--- config.mk ---
export PLATFORM = sky130hd
export DESIGN_NAME = svc_rv_scoreboard
export DESIGN_NICKNAME = d
export VERILOG_FILES = /design/src/rtl/svc_rv_scoreboard.sv
export SDC_FILE = /design/constraint.sdc
export NUM_CORES = 1
export LEC_CHECK = 0
export CELL_PAD_IN_SITES_DETAIL_PLACEMENT = 1
export CELL_PAD_IN_SITES_GLOBAL_PLACEMENT = 2
export CORE_ASPECT_RATIO = 1.75
export CORE_MARGIN = 2
export CORE_UTILIZATION = 28
export DETAILED_ROUTE_END_ITERATION = 8
export GPL_ROUTABILITY_DRIVEN = 0
export PLACE_DENSITY_LB_ADDON = 0.1
export SLEW_MARGIN = 20
export SYNTH_ARGS = -nofsm -noshare
export SYNTH_HDL_FRONTEND = slang
export SYNTH_SLANG_ARGS = --single-unit
--- constraint.sdc ---
create_clock -name clk -period 2.9 [get_ports clk]
set_clock_uncertainty 0.1 [all_clocks]
set_input_delay 0.29 -clock clk [delete_from_list [all_inputs] [get_ports clk]]
set_output_delay 0.29 -clock clk [all_outputs]
set_load 0.01 [all_outputs]
--- src/rtl/svc_rv_scoreboard.sv ---
// Register-pending scoreboard for long-latency producers.
// Stalls ID on RAW/WAW hazards against pending writes and on capacity.
module svc_rv_scoreboard #(
  parameter int XREGS           = 32,
  parameter int MAX_OUTSTANDING = 4,
  parameter int BYPASS_COMPLETE = 1
) (
  input  logic                               clk,
  input  logic                               rst,
  input  logic [4:0]                         rs1_id,
  input  logic [4:0]                         rs2_id,
  input  logic                               rs1_used_id,
  input  logic                               rs2_used_id,
  input  logic [4:0]                         rd_id,
  input  logic                               reg_write_id,
  input  logic                               issue_valid,
  input  logic                               issue_long,
  input  logic                               cmpl_valid,
  input  logic [4:0]                         cmpl_rd,
  input  logic                               flush,
  output logic                               stall,
  output logic [XREGS-1:0]                   pending,
  output logic [$clog2(MAX_OUTSTANDING+1)-1:0] outstanding,
  output logic                               full
);

  localparam int CW = $clog2(MAX_OUTSTANDING+1);

  logic [XREGS-1:0] pending_q, pending_d;
  logic [CW-1:0]    cnt_q, cnt_d;
  logic             set_en, clr_en;
  logic             raw1, raw2, waw, cap;
  logic             byp1, byp2;

  assign set_en = issue_valid && issue_long
               && reg_write_id && (rd_id != 5'd0);
  assign clr_en = cmpl_valid && (cmpl_rd != 5'd0)
               && pending_q[cmpl_rd];

  assign full = (cnt_q == CW'(MAX_OUTSTANDING));

  // Same-cycle completion bypass only for readers; WAW keeps one extra cycle.
  assign byp1 = (BYPASS_COMPLETE != 0) && cmpl_valid
             && (cmpl_rd == rs1_id);
  assign byp2 = (BYPASS_COMPLETE != 0) && cmpl_valid
             && (cmpl_rd == rs2_id);

  assign raw1 = rs1_used_id && (rs1_id != 5'd0)
             && pending_q[rs1_id] && !byp1;
  assign raw2 = rs2_used_id && (rs2_id != 5'd0)
             && pending_q[rs2_id] && !byp2;
  assign waw  = reg_write_id && (rd_id != 5'd0)
             && pending_q[rd_id];
  assign cap  = issue_long && full && !cmpl_valid;

  assign stall       = raw1 | raw2 | waw | cap;
  assign pending     = pending_q;
  assign outstanding = cnt_q;

  always_comb begin
    pending_d = pending_q;
    cnt_d     = cnt_q;
    if (clr_en) pending_d[cmpl_rd] = 1'b0;
    if (set_en) pending_d[rd_id]   = 1'b1;
    case ({set_en, clr_en})
      2'b10:   cnt_d = cnt_q + CW'(1);
      2'b01:   cnt_d = cnt_q - CW'(1);
      default: cnt_d = cnt_q;
    endcase
    if (flush) begin
      pending_d = '0;
      cnt_d     = '0;
    end
    pending_d[0] = 1'b0;
  end

  always_ff @(posedge clk) begin
    if (rst) begin
      pending_q <= '0;
      cnt_q     <= '0;
    end else begin
      pending_q <= pending_d;
      cnt_q     <= cnt_d;
    end
  end

  always_ff @(posedge clk) begin
    if (!rst && !flush && set_en && !clr_en)
      assert (!full);
  end

endmodule

==> results.cfg <==
[status]
status = completed

[sta]
hold_violations = 0
slew_headroom_pct = 27.9
hold_ws_ns = 0.427
rsz0062_at_grt = false
setup_tns_ns = 0
setup_viol = 0
period_needed_ns = 2.78
clock.fmax_ghz = 0.360
maxSlewViolCount = 0
fin_crit_sh_pct = 95.9
tightestPinTransition_ns = 1.08

[floorplanning]
ios = 66
die_w_um = 82.5
dieArea_mm2 = 0.0117
rows = 50
core_mm2 = 0.0106
initial_core_util_pct = 28.4
die-height_um = 141

[clock_network]
clock_latency_ns = 0.29
clkTransAtPathRegs_ns = 0.06
cts_made_buffers = 5
cts_root_buf = clkbuf_16
cts_tree = done
clockBufferDepth = 2
clock_sinks = 34
htreeDepth = 2

[global_routing]
overflow = 0
grt_pass1_wl_um = 20300
antenna_found_initial = 0
grt_max_degree = 25
grtUsageTotal_pct = 24.0
grt_pass1_vias = 3441

[worst_setup_path]
arrival_ns = 2.90
crit_fanout = 14
ff2ff_path_depth = 10
crit_path_end_kind = register
start_kind = input pin
cp.required_ns = 3.02
r2r_slack_ns = 0.21
path_class = input pin to register

[pwr]
p_leak_uw = 0.00157
max-vdd-ir-drop_v = 0.000283
pwr_density_cell_mw_per_mm2 = 285
finalPower_uw = 1270

[routing]
wl_per_cell_um = 23.8
dr.pass1.iters = 4
viasPerCell = 5.78
drt_iter0_drc = 176
vias = 3270
ant_nets = 0
post-route-drc-count = 0
finalWirelength_um = 13500

[logic_synthesis]
ys.warnings.count = 0
synthTopCellsByArea = dfxtp_1, mux4_2, a311oi_1, mux2i_1, a21oi_1
synthArstFlopShare_pct = 0
syn_nets = 366
ys.flop_type = dfxtp_1
syn_avg_cell_area_um2 = 9.02
synth_top_area_share_pct = 22.5
ys_seq_elements = 34
yosysSeqAreaShare_pct = 22.5
synth_edf_count = 0
syn_inst = 335
syn_area_mm2 = 0.00302
synth_top_area_cell = dfxtp_1
synth_cell_type_count = 52

[final_layout]
seq_area_um2 = 681
syn_to_final_growth_pct = 47.1
layout_commonest_cell = clkdlybuf4s50_1
multiInputGateArea_mm2 = 0.00223
nFillCells = 1241
finalNonFillerCells = 566
diodes = 0
layout_common_cells = clkdlybuf4s50_1, buf_4, dfxtp_1, a21oi_1, nand2_1
final_layout_size_suffix_gt1_share_pct = 28.2
fin_nets = 467

[placement]
place_inst = 557
portBuffers = 64
hpwl_um = 10300

[flow_run]
maxCapViolCount = 0

[min_path]
whs_path_depth = 2
holdCritPathClass = register to register
[layout make-up]
class | count | share of cell area [%]
tap | 130 | 3.66
clock buffer | 5 | 2.82
inverter | 7 | 0.591
sequential | 34 | 15.3
clock inverter | 2 | 0.225
timing repair buffer | 125 | 27.2
multi-input combinational | 263 | 50.2
[metal layers]
metal / track usage (%) / vias up / part of all wire (%)
met5: 0 / - / 0
met4: 15.4 / 0 / 6.2
met3: 2.29 / 32 / 2.9
met2: 41.8 / 95 / 52
met1: 26.8 / 1656 / 38
li1: - / 1487 / -
[report_power, final]
| part | switching (uW) | internal, uW |
|---|---|---|
| clock network | 202 | 310 |
| logic | 138 | 144 |
| registers | 1.69 | 468 |
[through the flow]
stage / instance area, um^2 / setup WS (ns) / utilization [%]
finish: 4440 / 0.119 / 41.8
CTS: 4420 / -0.000737 / 41.6
floorplan: 3020 / 0.111 / -
global placement: 4200 / -0.337 / 39.5
global route: 4440 / 0.0176 / 41.8
detailed placement: 4200 / -0.406 / 39.5
[worst max-delay path, stage by stage]
cell and delay [ns]:
clkdlybuf4s50_1 0.51, buf_12 0.16, mux4_2 0.30, a22o_1 0.28
a221oi_4 0.26, a21oi_2 0.12, ha_1 0.23, inv_1 0.07
fa_1 0.17, xor2_1 0.07, or3_1 0.30, a21oi_1 0.13
[synth_stat cells (all sizes together), types with 3 or more instances]
| library cell | instances |
|---|---|
| a21oi | 36 |
| a22o | 3 |
| a22oi | 4 |
| a311oi | 21 |
| a31oi | 4 |
| and3 | 4 |
| and3b | 5 |
| buf | 8 |
| clkbuf | 23 |
| dfxtp | 34 |
| inv | 7 |
| mux2 | 7 |
| mux2i | 17 |
| mux4 | 24 |
| nand2 | 27 |
| nand2b | 3 |
| nand3b | 4 |
| nor2 | 23 |
| nor2b | 9 |
| nor3 | 5 |
| nor3b | 5 |
| nor4 | 4 |
| o211ai | 3 |
| o21ai | 12 |
| or2 | 3 |
| or3 | 4 |
| xor2 | 11 |
[registers in the layout (all words and copies together), names as in the netlist]
name         cells
outstanding      3
pending         31
[cells by family after synthesis]
group | Yosys count | synth area share (%)
xor gates and xnor gates | 12 | 3.48
and+or+nand+nor | 105 | 18.4
AOI/OAI and AO/OA | 95 | 22.2
other | 1 | 0.124
DFF | 34 | 22.5
adders and majority gates | 2 | 1.08
buffers and inverters | 38 | 5.84
muxes | 48 | 26.3
[final timing paths]
kind | end | from
hold / removal | outstanding[2] | outstanding[2]
setup reg to reg | outstanding[2] | pending[5]
setup / recovery | outstanding[2] | cmpl_rd[1]
hold reg to reg | outstanding[2] | outstanding[2]
[timing repair]
item / CTS / global route
pin swaps: 0 / 2
hold buffers: 0 / 0
endpoints found under the setup margin: 3 / 2
setup buffers: 1 / 0
gates cloned: 1 / 0
gates resized for setup: 12 / 8
endpoints found under the hold margin: 0 / 0
Note: power is estimated with default switching activity, not from simulation.
==> RTL change, RTL diff (config.mk and constraints unchanged) <==
The parameter `BYPASS_COMPLETE` goes from 1 to 0.
--- a/src/rtl/svc_rv_scoreboard.sv
+++ b/src/rtl/svc_rv_scoreboard.sv
@@ -3,7 +3,7 @@
 module svc_rv_scoreboard #(
   parameter int XREGS           = 32,
   parameter int MAX_OUTSTANDING = 4,
-  parameter int BYPASS_COMPLETE = 1
+  parameter int BYPASS_COMPLETE = 0
 ) (
   input  logic                               clk,
   input  logic                               rst,
Function: changed (a bounded check fails within 4 cycles, from zero or initial values).
==> RTL change against the unedited design <==
  * Largest power group unchanged
  * Worst setup slack worse by 28 ps
  * Sequential share of layout area is 0.92 points higher
  * Power is 3.3% lower
  * Sequential cell count stayed put
  * Synthesized area is 9.2% lower
  * Cell count is 0.18% higher
  * Final area is 5.7% lower
  * Wire length is 8.4% lower
==> RTL change: results <==
{
  "p_leak_uw": 0.00161,
  "slowest_stage": "clkdlybuf4s50_1",
  "rrSetupSlack_ps": 180,
  "antennaDiodeCount": 0,
  "gr-usage-all-layers_pct": 23.9,
  "ir_drop_mv": 0.208,
  "drt-total-wl_mm": 12.3,
  "antenna_found_initial": 0,
  "outcome": "complete, no violations",
  "ys_warn_count": 0,
  "yosys.cell_types.count": 42,
  "reg2reg_from": "pending[7]$_SDFF_PP0_",
  "p_sw_uw": 315,
  "synth_nets": 357,
  "grt_pass1_wl_mm": 18.8,
  "grt_max_degree": 31,
  "first_global_vias": 3212,
  "port_buffers": 64,
  "dp_hpwl_mm": 9.91,
  "crit_start": "rs2_id[0]",
  "finish.net_count": 476,
  "synth_top_cells_by_count": "51 x nor2_1, 39 x a21oi_1, 35 x o21ai_0",
  "ys_seq_area_share_pct": 24.8,
  "synth_flop_cell": "dfxtp_1",
  "drtIter0Drc": 175,
  "crit_arrival_ps": 2420,
  "cp_max_fo": 7,
  "drive_above_1_share_pct": 25.8,
  "hold_path_class": "register to register",
  "synth_area_leaders": "dfxtp_1 25%, mux4_2 20%, mux2i_1 8.0%, a21oi_1 7.1%, nor2_1 7.0%",
  "viasPerCell": 5.47,
  "cts_made_buffers": 5,
  "drt_first_pass_iters": 4
}
RTL change: cell count changes in the layout (fill, tap and decap cells not counted), sizes merged, moves of 4 or more:
| cell | unedited run | this run |
|---|---|---|
| mux2 | 7 | 1 |
| a22oi | 4 | 0 |
| a311oi | 21 | 0 |
| nor2b | 9 | 18 |
| buf | 60 | 71 |
| o21ai | 12 | 35 |
| nor2 | 23 | 51 |
| nand2 | 27 | 12 |
| and3b | 5 | 1 |
| inv | 7 | 3 |
| nand3 | 2 | 8 |
| mux2i | 17 | 22 |
| xor2 | 11 | 2 |
RTL change: kinds of logic after synthesis:
kind of cell / share of synthesized area (%)
xor gates and xnor gates: 0.639
DFF: 24.8
adders and majority gates: 1.19
and+or+nand+nor: 22.6
other: 0.137
buffers and inverters: 3.74
muxes: 28.1
AOI/OAI and AO/OA: 18.8
RTL change: per-layer routing:
metal | track usage [%] | vias up | wire length, um
met5 | 0 | - | 0
met2 | 44.9 | 94 | 6900
li1 | - | 1446 | -
met1 | 28.1 | 1552 | 4730
met4 | 7.47 | 0 | 244
met3 | 2.34 | 12 | 476
RTL change: final cells by class:
| type | count | area [sq um] |
|---|---|---|
| Clock buffer | 7 | 133 |
| Sequential cell | 34 | 681 |
| Tap cell | 122 | 153 |
| Timing Repair Buffer | 135 | 1220 |
| Fill cell | 1165 | 5330 |
| Multi-Input combinational cell | 266 | 2000 |
| Inverter | 3 | 11.3 |
RTL change: power by group through the flow:
stage                     combinational, uW  clock (uW)  sequential [uW]
final                                   235         518              470
after global routing                    253         547              470
after CTS                               234         528              470
after detailed placement                232           0              480
after global placement                  229           0              480
after floorplan                         100           0              480
RTL change: through the flow:
step | cells | util (%) | cell area [sq um] | setup slack (ps) | hold slack, ps
6_report | 567 | 44.0 | 4190 | 91.2 | 434
4_1_cts | 567 | 43.7 | 4160 | 1.25 | 440
5_1_grt | 567 | 44.0 | 4190 | -2.27 | 457
3_5_place_dp | 560 | 42.0 | 4000 | -533 | 424
3_3_place_gp | 560 | 42.0 | 4000 | -408 | 393
2_1_floorplan | 326 | - | 2740 | 132 | 392
RTL change: final timing paths:
path	end	cells after the start
worst max-delay path	stall	8
worst min register to register	outstanding[2]$_SDFFE_PP0P_	2
worst max register to register	outstanding[2]$_SDFFE_PP0P_	10
worst min-delay path	outstanding[2]$_SDFFE_PP0P_	2
RTL change: what timing repair did:
action	4_1_cts	5_1_grt
endpoints found under the setup margin	3	3
gates resized for setup	7	11
gates cloned	0	0
pin swaps	0	1
buffers inserted	0	0
RTL change: worst max-delay path: cells and delay by family:
family,cells,cell delay [ps]
and+or+nand+nor,1,180
muxes,3,750
AOI/OAI and AO/OA,1,210
buffers and inverters,3,990
